**config.mk**
```make
export PLATFORM = sky130hd
export DESIGN_NAME = date_tx
export DESIGN_NICKNAME = d
export VERILOG_FILES = /design/src/rtl/date_pkg.sv /design/src/rtl/date_bin2bcd.sv /design/src/rtl/date_tx.sv
export SDC_FILE = /design/constraint.sdc
export NUM_CORES = 1
export LEC_CHECK = 0
export BUFFER_PORTS_ARGS = -buffer_cell sky130_fd_sc_hd__buf_2
export CORE_MARGIN = 2
export CORE_UTILIZATION = 36
export DETAILED_ROUTE_END_ITERATION = 8
export GPL_TIMING_DRIVEN = 0
export MAX_ROUTING_LAYER = met4
export PLACE_DENSITY_LB_ADDON = 0.08
export SLEW_MARGIN = 20
export SYNTH_ARGS = -nofsm -noshare
export SYNTH_HDL_FRONTEND = slang
export SYNTH_SLANG_ARGS = --single-unit
```
**constraint.sdc**
```tcl
create_clock -name clk -period 1.79 [get_ports clk]
set_input_delay 0.179 -clock clk [delete_from_list [all_inputs] [get_ports clk]]
set_output_delay 0.179 -clock clk [all_outputs]
set_load 0.005 [all_outputs]
```
**src/rtl/date_pkg.sv**
```systemverilog
// Shared types and constants for the date-to-ASCII transmitter.
package date_pkg;

  typedef enum logic [3:0] {
    IDLE, CHK, CONV, YEAR, SEP1, MON, SEP2, DAY, FIN
  } state_t;

  localparam int unsigned BIN_W = 14;

  localparam logic [1:0] SEP_SLASH = 2'b00;
  localparam logic [1:0] SEP_DOT   = 2'b01;
  localparam logic [1:0] SEP_DASH  = 2'b10;
  localparam logic [1:0] SEP_BAD   = 2'b11;

  localparam logic [7:0] ASCII_SLASH = 8'h2F;
  localparam logic [7:0] ASCII_DOT   = 8'h2E;
  localparam logic [7:0] ASCII_DASH  = 8'h2D;
  localparam logic [7:0] ASCII_ZERO  = 8'h30;

  localparam logic [13:0] YEAR_MAX  = 14'd9999;
  localparam logic [3:0]  MONTH_MAX = 4'd12;

  function automatic logic [7:0] sep_char(input logic [1:0] s);
    case (s)
      SEP_DOT:  return ASCII_DOT;
      SEP_DASH: return ASCII_DASH;
      default:  return ASCII_SLASH;
    endcase
  endfunction

  function automatic logic [7:0] digit_char(input logic [3:0] d);
    return ASCII_ZERO + {4'h0, d};
  endfunction

endpackage

```
**src/rtl/date_bin2bcd.sv**
```systemverilog
// Iterative double-dabble: one input bit per cycle, result held until next go.
module date_bin2bcd
  import date_pkg::*;
(
  input  logic        clk,
  input  logic        clr,
  input  logic        go,
  input  logic [13:0] bin,
  output logic [15:0] bcd,
  output logic        rdy
);

  logic [13:0] sr;
  logic [15:0] acc;
  logic [15:0] adj;
  logic [3:0]  cnt;

  always_comb begin
    adj = acc;
    for (int unsigned i = 0; i < 4; i++) begin
      if (acc[i*4 +: 4] >= 4'd5)
        adj[i*4 +: 4] = acc[i*4 +: 4] + 4'd3;
    end
  end

  always_ff @(posedge clk or posedge clr) begin
    if (clr) begin
      sr  <= '0;
      acc <= '0;
      cnt <= '0;
      rdy <= 1'b0;
    end else if (go) begin
      sr  <= bin;
      acc <= '0;
      cnt <= 4'(BIN_W);
      rdy <= 1'b0;
    end else if (cnt != '0) begin
      acc <= 16'({adj, sr[13]});
      sr  <= {sr[12:0], 1'b0};
      cnt <= cnt - 4'd1;
      rdy <= (cnt == 4'd1);
    end
  end

  assign bcd = acc;

endmodule

```
**src/rtl/date_tx.sv**
```systemverilog
// Validates a captured date and streams it as ASCII "Y<sep>M<sep>D" with
// leading zeros suppressed, over a valid/ready handshake.
module date_tx
  import date_pkg::*;
#(
  parameter int MAX_DAY = 30
) (
  input  logic        clk,
  input  logic        clr,
  input  logic        start,
  input  logic [13:0] year,
  input  logic [3:0]  month,
  input  logic [4:0]  day,
  input  logic [1:0]  sep,
  input  logic        ready,
  output logic [7:0]  out,
  output logic        out_valid,
  output logic        busy,
  output logic        done,
  output logic        err
);

  localparam logic [4:0] DAY_LIM = 5'(MAX_DAY);

  state_t      state, state_nxt;
  logic [13:0] year_r;
  logic [3:0]  mon_r;
  logic [4:0]  day_r;
  logic [1:0]  sep_r;
  logic [1:0]  idx, idx_nxt;
  logic        err_r, err_set;
  logic        go, rdy, bad;
  logic [15:0] ybcd;
  logic [3:0]  ydig;
  logic [1:0]  yfirst;
  logic [3:0]  m_tens, m_units, d_tens, d_units;
  logic [7:0]  ch;

  date_bin2bcd u_bcd (
    .clk (clk),
    .clr (clr),
    .go  (go),
    .bin (year_r),
    .bcd (ybcd),
    .rdy (rdy)
  );

  always_ff @(posedge clk or posedge clr) begin
    if (clr) begin
      state  <= IDLE;
      idx    <= '0;
      err_r  <= 1'b0;
      year_r <= '0;
      mon_r  <= '0;
      day_r  <= '0;
      sep_r  <= '0;
    end else begin
      state <= state_nxt;
      idx   <= idx_nxt;
      err_r <= err_set;
      if (state == IDLE && start) begin
        year_r <= year;
        mon_r  <= month;
        day_r  <= day;
        sep_r  <= sep;
      end
    end
  end

  assign bad = (year_r == '0) || (year_r > YEAR_MAX) ||
               (mon_r == '0)  || (mon_r > MONTH_MAX) ||
               (day_r == '0)  || (day_r > DAY_LIM)   ||
               (sep_r == SEP_BAD);

  assign m_tens  = mon_r / 4'd10;
  assign m_units = mon_r % 4'd10;
  assign d_tens  = 4'(day_r / 5'd10);
  assign d_units = 4'(day_r % 5'd10);

  // idx counts down through the remaining digits of the current field
  assign ydig   = ybcd[{idx, 2'b00} +: 4];
  assign yfirst = (ybcd[15:12] != '0) ? 2'd3 :
                  (ybcd[11:8]  != '0) ? 2'd2 :
                  (ybcd[7:4]   != '0) ? 2'd1 : 2'd0;

  always_comb begin
    state_nxt = state;
    idx_nxt   = idx;
    go        = 1'b0;
    err_set   = 1'b0;
    out_valid = 1'b0;
    ch        = 8'h00;
    case (state)
      IDLE: if (start) state_nxt = CHK;
      CHK: begin
        if (bad) begin
          err_set   = 1'b1;
          state_nxt = IDLE;
        end else begin
          go        = 1'b1;
          state_nxt = CONV;
        end
      end
      CONV: begin
        if (rdy) begin
          state_nxt = YEAR;
          idx_nxt   = yfirst;
        end
      end
      YEAR: begin
        out_valid = 1'b1;
        ch        = digit_char(ydig);
        if (ready) begin
          if (idx == '0) state_nxt = SEP1;
          else           idx_nxt   = idx - 2'd1;
        end
      end
      SEP1: begin
        out_valid = 1'b1;
        ch        = sep_char(sep_r);
        if (ready) begin
          state_nxt = MON;
          idx_nxt   = {1'b0, m_tens != '0};
        end
      end
      MON: begin
        out_valid = 1'b1;
        ch        = digit_char(idx[0] ? m_tens : m_units);
        if (ready) begin
          if (idx == '0) state_nxt = SEP2;
          else           idx_nxt   = '0;
        end
      end
      SEP2: begin
        out_valid = 1'b1;
        ch        = sep_char(sep_r);
        if (ready) begin
          state_nxt = DAY;
          idx_nxt   = {1'b0, d_tens != '0};
        end
      end
      DAY: begin
        out_valid = 1'b1;
        ch        = digit_char(idx[0] ? d_tens : d_units);
        if (ready) begin
          if (idx == '0) state_nxt = FIN;
          else           idx_nxt   = '0;
        end
      end
      FIN:     state_nxt = IDLE;
      default: state_nxt = IDLE;
    endcase
  end

  assign out  = out_valid ? ch : '0;
  assign busy = (state != IDLE);
  assign done = (state == FIN);
  assign err  = err_r;

endmodule

```
==> impl_results.md <==
* Simple-gate share of the synthesized area at 16.50%
* CTS tree: yes
* DP Area at 0.004365 mm^2
* Gr usage total at 19.37%
* Fraction of layout instances using a drive strength above 1 at 47.34%
* Post-DP HPWL at 7.164 mm
* Period utilisation layout at 112.8%
* IO Port Bufs at 38
* Number of global-route vias before repair at 3268
* Clk_lat worst skew at 0.36 ns
* CP max-delay cell: mux4_2
* Slew Viols, Final at 0
* Initial Util at 36.61%
* Post-Synth Adder-Cell Area at 5.066%
* Power Density at 1938 mW/mm^2
* EDFF count, synth at 0
* Vias per inst at 5.223
* Tightest Pin Transition at 0.5456 ns
* CTS buffer count at 9
* Largest family of logic cells by synthesized area: simple AND/OR/NAND/NOR gates
* Final setup violation count at 41
* Clock tree buffer depth at 2
* WL final at 10.66 mm
* Min cycle time layout at 2.019 ns
* Hold crit path type: in -> reg
* Antenna violations before repair at 0
* Area grow syn2layout at 36.67%
* Mapped Area at 0.003951 mm^2
* Iteration-0 DRC Markers at 135
* Yosys cell types at 58
* Status: finished with violations
* Leakage at 2.310 nW
* Synth warn at 0
* First-pass GRT wire length at 16.80 mm
* RSZ-0062 raised after global routing: true
* Rel. slew slack at 63.63%
* DR DRC count at 0
* Setup Skew at 0.008890 ns
* Fmax at 495.4 MHz
* Area fraction in compound gates after synthesis at 14.79%
* First-pass iteration count of the detailed router at 4
* CP Buf/Inv Count at 1
* Worst path cell trace: mux4_2, a221oi_2, o31ai_1, buf_2
* Synthesis-stage register bit count at 67
* Fin area at 0.005400 mm^2
* Top FF cell, synth: dfrtp_1
* Die area at 0.01183 mm^2
* Failing checks: negative setup slack
* Die Wd at 108.8 um
* Diodes inserted at 0
* CTS H-tree lvls at 3
* Cells after Synth at 399
* Hold Fails Final Rpt at 0
* Critical Path RT at 1.61 ns
* Remaining Overflow, GRT at 0
* Final hold slack at 0.04747 ns
* Startpoint types: flop
* CTS clk-pin slew, worst paths at 0.08 ns
* GP Congestion at 0.8139
* Critical path class: reg -> out
* Ys async rst share at 100.0%
* Max-Cap Viols at 0
* Seq/Total Area, Yosys at 42.43%
* Largest net degree at the start of global routing at 27
* I/O pin count at 41
* XOR/XNOR share of the synthesized area at 1.773%
* Nets at 528
* Core area at 0.01079 mm^2
* Crit end category: output port
* Syn Area/Cell at 9.903 um^2
* Die height at 108.8 um
* Multiplexer share of the synthesized area at 13.74%
* Final worst slack at -0.2287 ns
* Wire per inst at 16.98 um
* Peak VDD IR at 0.7459 mV
* Clk root buf: clkbuf_8
* Number of sinks on the clock net at 67
* Total Power at 10.47 mW
* Num rows at 38
* CP peak stage delay at 0.51 ns
* Data arrival, critical path at 1.84 ns
* Worst Path Max Fanout at 5
* Antenna-violating nets left at 0
* Routed vias at 3280
* Crit-path leading delay family: multiplexers
## layer usage
layer / vias up / part of all wire, % / GRT usage (%)
met5: - / 0 / -
met4: 0 / 1.3 / 4.579
met3: 11 / 3.7 / 4.483
met2: 62 / 48 / 31.03
met1: 1627 / 47 / 25.02
li1: 1580 / - / -
## area by class of cell
type | instances | area [um^2]
fillers | 1015 | 5393
multi-input cells | 288 | 2444
flip-flops and latches | 67 | 1687
repair buffers | 76 | 614.3
plain buffers | 23 | 203.9
well taps | 140 | 175.2
clock buffers | 10 | 137.6
inverters | 18 | 75.07
clock inverters | 6 | 63.81
## cells in the final DEF, fill, tap and decap left out, types with 4 or more instances in the layout
| cell type | n |
|---|---|
| xnor2_1 | 5 |
| mux2i_1 | 16 |
| buf_12 | 4 |
| buf_2 | 41 |
| buf_8 | 4 |
| nor3b_1 | 4 |
| a211oi_2 | 4 |
| o21ai_0 | 11 |
| inv_1 | 15 |
| mux2_2 | 26 |
| nand2_2 | 11 |
| nand2b_1 | 9 |
| nand2_1 | 28 |
| o21ai_2 | 14 |
| nand3_1 | 6 |
| dfrtp_1 | 59 |
| a21oi_1 | 9 |
| dfrtp_2 | 8 |
| a21oi_2 | 13 |
| clkbuf_4 | 4 |
| nor2_1 | 28 |
| nor4_4 | 4 |
| ha_1 | 14 |
| clkinvlp_4 | 4 |
| clkbuf_8 | 10 |
| buf_4 | 26 |
| mux4_2 | 4 |
| o21ai_1 | 8 |
| buf_6 | 13 |
| o22ai_1 | 4 |
## state kept, by name, indices dropped and copies added (netlist names)
register   flops
idx            2
sep_r          2
u_bcd.sr      14
err            1
u_bcd.rdy      1
mon_r          4
day_r          5
u_bcd.cnt      4
state          4
u_bcd.bcd     16
year_r        14
## worst register-to-register path, stage by stage (launching register included)
cell and delay (ns):
dfrtp_1 0.39, buf_6 0.13, or4_4 0.53, o211ai_4 0.21, nor4_4 0.09, buf_6 0.15, buf_8 0.15, a31oi_4 0.16
o21ai_2 0.08
## where the power goes
| part | total, mW | switching, mW | leakage, nW | internal (mW) |
|---|---|---|---|---|
| clock | 1.32 | 0.635 | 0.0987 | 0.681 |
| combinational | 6.14 | 2.99 | 1.39 | 3.15 |
| sequential | 3.01 | 0.771 | 0.821 | 2.24 |
| total | 10.5 | 4.40 | 2.31 | 6.07 |
## per-stage QoR
| stage | utilization [%] | TNS, ns | setup slack [ns] | instances |
|---|---|---|---|---|
| floorplan | - | 0 | 0.03838 | 400 |
| global placement | 40.08 | -11.77 | -0.4180 | 578 |
| detailed placement | 40.45 | -13.00 | -0.3300 | 580 |
| CTS | 46.68 | -5.278 | -0.2232 | 616 |
| global route | 50.03 | -6.473 | -0.3215 | 628 |
| finish | 50.03 | -4.220 | -0.2287 | 628 |
## logic make-up after synthesis
group	after synthesis
XOR/XNOR	8
buffers and inverters	45
AO/OA/AOI/OAI	91
AND/OR/NAND/NOR	125
flip-flops	67
multiplexers	46
other	1
adder cells (fa/ha/maj)	16
## cells in the mapped netlist (3+ instances only)
master | number | area (um^2)
dfrtp_1 | 67 | 1677
nand2_1 | 41 | 153.9
nor2_1 | 32 | 120.1
o21ai_0 | 30 | 150.1
mux2_2 | 26 | 292.8
a21oi_1 | 24 | 120.1
inv_1 | 18 | 67.56
ha_1 | 16 | 200.2
mux2i_1 | 16 | 160.2
nand2b_1 | 11 | 68.82
clkbuf_1 | 10 | 37.54
buf_2 | 9 | 45.04
nand3_1 | 6 | 30.03
nor3_1 | 5 | 25.02
nor3b_1 | 5 | 37.54
xnor2_1 | 5 | 43.79
a211oi_1 | 4 | 30.03
a31oi_1 | 4 | 25.02
buf_6 | 4 | 45.04
mux4_2 | 4 | 90.09
nor2b_1 | 4 | 25.02
nor4_1 | 4 | 25.02
o22ai_1 | 4 | 25.02
a211oi_2 | 3 | 37.54
buf_4 | 3 | 22.52
o21ai_1 | 3 | 15.01
xor2_1 | 3 | 26.28
## worst paths after layout
path | from | slack, ns | cells after the start | endpoint
min in group asynchronous | clr | 0.38 | 3 | year_r[0]
max in group asynchronous | clr | 0.92 | 4 | idx[0]
min | year[2] | 0.05 | 2 | year_r[2]
min reg2reg | u_bcd.cnt[3] | 0.52 | 1 | u_bcd.rdy
max reg2reg | day_r[1] | -0.20 | 8 | state[1]
max | u_bcd.bcd[5] | -0.23 | 4 | out[1]
## what timing repair did
item,4_1_cts,5_1_grt
setup buffers,17,12
resized for setup,93,75
endpoints found under the hold margin,16,0
pin swaps,17,19
hold buffers,1,0
endpoints found under the setup margin,68,66
cloned,4,3
Note: power is estimated with default switching activity, not from simulation.
